**src/rtl/fixed_point_multiplier.sv**
```systemverilog
// Signed fixed-point multiplier: Q(WI1.WF1) x Q(WI2.WF2) -> Q(WIO.WFO).
// Floor truncation / zero padding on the fraction, saturation on the integer part, one register stage.
module fixed_point_multiplier #(
    parameter int WI1 = 4,
    parameter int WI2 = 3,
    parameter int WF1 = 5,
    parameter int WF2 = 3,
    parameter int WIO = WI1 + WI2,
    parameter int WFO = WF1 + WF2
) (
    input  logic                   clk,
    input  logic                   rst,
    input  logic                   in_valid,
    input  logic [WI1+WF1-1:0]     data_in1,
    input  logic [WI2+WF2-1:0]     data_in2,
    output logic                   out_valid,
    output logic [WIO+WFO-1:0]     data_out,
    output logic                   overflow
);

    localparam int PW = WI1 + WI2 + WF1 + WF2;
    localparam int PF = WF1 + WF2;
    localparam int AW = WI1 + WI2 + WFO;
    localparam int OW = WIO + WFO;

    logic signed [PW-1:0] prod_p0;
    logic signed [AW-1:0] aligned_p0;
    logic signed [OW-1:0] res_p0;
    logic                 ovf_p0;

    logic signed [OW-1:0] data_p1;
    logic                 ovf_p1;
    logic                 vld_p1;

    // ---- stage p0: exact product, fraction and integer alignment ----
    assign prod_p0 = PW'($signed(data_in1)) * PW'($signed(data_in2));

    generate
        if (WFO < PF) begin : g_trunc
            function automatic logic signed [AW-1:0] trunc_floor(input logic signed [PW-1:0] p);
                logic signed [PW-1:0] s;
                s = p >>> (PF - WFO);
                return s[AW-1:0];
            endfunction
            assign aligned_p0 = trunc_floor(prod_p0);
        end else begin : g_pad
            function automatic logic signed [AW-1:0] pad_zero(input logic signed [PW-1:0] p);
                logic signed [AW-1:0] w;
                w = AW'(p);
                return w <<< (WFO - PF);
            endfunction
            assign aligned_p0 = pad_zero(prod_p0);
        end
    endgenerate

    generate
        if (OW < AW) begin : g_sat
            // Fits when every bit from the MSB down to the output sign position agrees.
            function automatic logic [OW:0] saturate(input logic signed [AW-1:0] v);
                if (v[AW-1:OW-1] == {(AW-OW+1){v[AW-1]}})
                    return {1'b0, v[OW-1:0]};
                else if (v[AW-1])
                    return {1'b1, 1'b1, {(OW-1){1'b0}}};
                else
                    return {1'b1, 1'b0, {(OW-1){1'b1}}};
            endfunction
            assign {ovf_p0, res_p0} = saturate(aligned_p0);
        end else begin : g_ext
            assign res_p0 = OW'(aligned_p0);
            assign ovf_p0 = 1'b0;
        end
    endgenerate

    // ---- stage p1: output register; data and flag hold when no new operands ----
    always_ff @(posedge clk or posedge rst) begin
        if (rst) begin
            vld_p1  <= 1'b0;
            data_p1 <= '0;
            ovf_p1  <= 1'b0;
        end else begin
            vld_p1 <= in_valid;
            if (in_valid) begin
                data_p1 <= res_p0;
                ovf_p1  <= ovf_p0;
            end
        end
    end

    assign out_valid = vld_p1;
    assign data_out  = data_p1;
    assign overflow  = ovf_p1;

endmodule

```
**config.mk**
```make
export PLATFORM = sky130hd
export DESIGN_NAME = fixed_point_multiplier
export DESIGN_NICKNAME = d
export VERILOG_FILES = /design/src/rtl/fixed_point_multiplier.sv
export SDC_FILE = /design/constraint.sdc
export NUM_CORES = 1
export LEC_CHECK = 0
export CAP_MARGIN = 0
export CORE_MARGIN = 2
export CORE_UTILIZATION = 45
export CTS_CLUSTER_DIAMETER = 120
export DETAILED_ROUTE_END_ITERATION = 10
export PLACE_DENSITY = 0.65
export SYNTH_ARGS = -nofsm -noshare
export SYNTH_HDL_FRONTEND = slang
export SYNTH_SLANG_ARGS = --single-unit
```
**constraint.sdc**
```tcl
create_clock -name clk -period 1 [get_ports clk]
set_clock_uncertainty 0.05 [all_clocks]
set_input_delay 0.1 -clock clk [delete_from_list [all_inputs] [get_ports clk]]
set_output_delay 0.1 -clock clk [all_outputs]
set_load 0.03 [all_outputs]
```
# [After elaboration in Yosys (flattened, before gate mapping)]
# Cells that the tools add are included.
# Widths: inputs -> output; s select.
[word_totals] input_bits=18 output_inout_bits=17 ff_bits=16 elab_cells=3
[op_classes] n_mul=1
[ops] operator="$mul 9x6->15" count=1

# [Longest topological paths before layout]
[logic_depth] ltp_word=1 mapped_depth=15 depth_no_buf=15

# [Least setup slack after synthesis]
# OpenSTA, ideal clock, no wires.
[synth_path] kind="input to register" startpoint="in data_in1[3]" endpoint="reg data_p1[12], in the netlist data_out[12]" n_path_buf=0 required_ns=0.805 stages=15 setup_ns=0.145 path_slack_ns=-2.901 t_arrival_ns=3.706 cell_sequence="and2_1 -> fa_1 -> inv_1 -> fa_1 -> inv_1 -> fa_1 -> fa_1 -> inv_1 -> fa_1 -> nor2b_1 -> o2111ai_1 -> a21boi_0 -> o21ai_1 -> mux2i_1 -> o221ai_1"
[synth_via] elab_chain_len=1
[synth_rtl] item="from (decl)" line="14" rtl="input logic [WI1+WF1-1:0] data_in1,"
[synth_rtl] item="$mul 9x6->15" line="36" rtl="assign prod_p0 = PW'($signed(data_in1)) * PW'($signed(data_in2));"
[synth_rtl] item="to (signal assigned)" line="83" rtl="data_p1 <= res_p0;"
[synth_rtl] item="to (decl)" line="31" rtl="logic signed [OW-1:0] data_p1;"
# Every way passes these cells.
# A chain may end at the register's enable or synchronous reset.

# [Final worst setup path]
[layout_path] startpoint="in data_in1[5]" endpoint="reg data_p1[14], in the netlist data_out[14]"
# Same word-level chain as after synthesis.

==> impl_metrics.yaml <==
floorplan:
  die_area_um2: 6094
  die_width_um: 78.07
  die_h_um: 78.07
  pin_count: 35
  rows: 26
  fp.coreArea_um2: 5205
  start_util: 0.4743
power:
  p_sw_frac: 0.4319
  clkPwrFrac: 0.073
  netSwitchingPower_w: 0.003450
  combPwrFrac: 0.794
  p_int_w: 0.004538
  seqPwrFrac: 0.134
  ir_worst_vdd_mv: 1.799
  p_per_area_nw_per_um2: 2254
  p_leak_nw: 1.781
critical_path:
  critical_path_class: "in2reg"
  worst_path_largest_cell_delay_ns: 0.57
  critPathLaunchType: "input pin"
  crit_path_frequent_cell: "fa_1"
  crit_chain: "buf_6, and2_4, fa_1, inv_2, fa_1, inv_1, fa_1, fa_1, inv_1, fa_2, nor2b_4, o2111ai_4, nand2_2, o22ai_2, xnor2_1, mux2_4"
  cp_data_arrival_time_ns: 3.82
  regToRegSetupSlack_ns: 0.17
  cp-end-kind: "register"
  critPathSlowestCell: "fa_1"
  crit_required_ns: 1.09
  path_max_fanout: 2
yosys:
  synth.top_cell.area_share: 0.3082
  synth-simple-area-share: 0.1566
  async_reset_ff_frac: 1.000
  yosysWarnings: 0
  yosysSeqAreaShare: 0.1622
  yosys-top-cells-area: "fa_1, dfrtp_1, ha_1, and2_1, inv_1"
  synthXorXnorAreaFrac: 0.04257
  synthMuxAreaShare: 0.05119
  synth.most_common_cell: "inv_1"
  yosysTopAreaCell: "fa_1"
  synth-compound-area-share: 0.07400
  synth_top_family_by_area: "adder cells"
  yosysUniqueCellTypes: 34
  ys.flop_type: "dfrtp_1"
  synth_area_um2: 2469
  synth_cells: 247
  yosys.area_share.adder: 0.4450
  synth_seq_cells: 16
  synth.avg_cell_area_um2: 9.994
  synth_edf_count: 0
  synth_fp_nets: 330
  synth.top_cells.by_count: "inv_1, fa_1, and2_1"
place:
  dpl.cell_count: 396
  dpl.hpwl_um: 4514
  post-place-ws_ns: -3.449
  place_congestion: 0.8461
  port_buffers: 33
clock_tree:
  root_buffer: "clkbuf_8"
  clock_latency_ns: 0.25
  cts_tree: "done"
  hold_buffers: 0
  cts_buffer_depth: 2
  htree_levels: 1
  numCtsBuffers: 3
  clkTransAtPathRegs_ns: 0.06
  clock_sinks: 16
drt:
  drt-total-wl_um: 5525
  dr.pass1.iters: 4
  wl_per_cell_um: 13.57
  via_per_inst: 4.889
  drc_errors: 0
  drtIter0Drc: 35
  drtAntennaViolNets: 0
  via_count: 1990
grt:
  grt_overflow: 0
  antenna_found_initial: 0
  grt-busiest-layer: "met2"
  met3_usage: 0.02989
  grt_util_met1: 0.2583
  grt_pass1_vias: 2209
  met2_usage: 0.3440
  grt_max_degree: 17
  track_usage: 0.1972
  grt_pass1_wl_um: 9646
sta:
  finalHoldViolCount: 0
  fin_crit_ns: 3.734
  timing.hold.ws_ns: 0.1004
  slew_viol_final: 0
  setup_violations: 13
  fin_ws_ns: -2.734
  rsz0062_at_grt: "yes"
  fin_tns_setup_ns: -28.14
  max_freq_mhz: 267.8
  fin_crit_sh: 3.734
final_layout:
  syn_to_final_growth_pct: 43.54
  drive_above_1_share: 0.4214
  num_antenna_cells: 0
  utilization: 0.6808
  post_layout_nonfiller_instances: 407
  nets: 421
job:
  cap_viol_max_count: 0
status:
  violations: "negative setup slack"
  status: "finished, violations left"
worst_hold_path:
  hold_path_class: "in2async"
-- worst max-delay path: cells and delay by family --
kind,cells,cell delay (ns)
and+or+nand+nor,3,0.43
AOI/OAI and AO/OA,2,0.22
muxes,1,0.26
xor gates and xnor gates,1,0.12
buffers and inverters,4,0.23
adders and majority gates,5,2.45
-- power groups by stage --
stage / Clock [W] / Sequential [W] / Combinational (W)
after floorplan: 0 / 0.00158 / 0.00291
after global placement: 0 / 0.00107 / 0.00528
after detailed placement: 0 / 0.00107 / 0.00541
after CTS: 0.000597 / 0.00106 / 0.00594
after global routing: 0.000634 / 0.00110 / 0.00701
final: 0.000581 / 0.00107 / 0.00634
-- placed cells by master, fill, tap and decap left out, types with 2 or more instances in the layout --
cell type,netlist,final
ha_4,0,6
o21a_1,2,2
and2_4,0,14
o21ai_1,2,5
buf_4,1,59
nor2_1,5,4
buf_6,0,15
nor2b_1,7,5
inv_1,40,38
dfrtp_1,16,16
o21ai_0,9,3
mux2_4,1,5
dlygate4sd2_1,0,2
clkbuf_2,0,3
nand2_1,17,15
o21ai_2,0,3
fa_1,38,37
and2_1,35,21
mux2_2,9,5
xnor2_1,10,9
ha_1,27,21
nand2_2,0,2
clkbuf_8,0,4
xor2_1,2,2
buf_2,0,6
inv_2,0,2
a21oi_2,0,4
-- routing by layer --
layer  up-vias  wire length [um]  part of all wire
met5         -                 0                 0
met4         0                85             0.015
met3        11               163             0.030
met2        36              2942              0.53
met1       981              2333              0.42
li1        962                 -                 -
-- state kept, by name (all words and copies together) (netlist names) --
register,cells
data_out,15
out_valid,1
-- final cells by class --
type | count | area (um^2)
timing repair buffer | 88 | 709.4
clock buffer | 4 | 55.05
tap | 70 | 87.58
fill | 420 | 1662
multi-input combinational | 188 | 2137
inverter | 41 | 153.9
sequential | 16 | 400.4
-- through the flow --
stage | area, um^2 | total power, W
6_report | 3543 | 0.007988
5_1_grt | 3543 | 0.008741
4_1_cts | 3447 | 0.007598
3_5_place_dp | 3223 | 0.006482
3_3_place_gp | 3223 | 0.006348
2_1_floorplan | 2496 | 0.004485
-- final timing paths --
kind	from	to	depth (start not counted)
max	data_in1[5]	data_out[14]	16
min reg2reg	data_out[13]	data_out[13]	2
min	rst	data_out[13]	3
max reg2reg	data_out[14]	data_out[14]	1
max in group asynchronous	rst	data_out[7]	3
min in group clk	data_in2[0]	data_out[0]	4
-- repair_timing --
item / 4_1_cts / 5_1_grt
setup buffers: 6 / 1
gates resized for setup: 91 / 27
pin swaps: 33 / 21
endpoints found under the setup margin: 14 / 13
-- logic make-up (layout without fill, tap and decap cells) --
| kind of cell | after synthesis | after routing |
|---|---|---|
| and+or+nand+nor | 70 | 70 |
| xor gates and xnor gates | 12 | 12 |
| AOI/OAI and AO/OA | 29 | 29 |
| DFF | 16 | 16 |
| muxes | 11 | 11 |
| other | 1 | 1 |
| adders and majority gates | 65 | 65 |
| buffers and inverters | 43 | 133 |
Power figures use the tool's default switching activity.
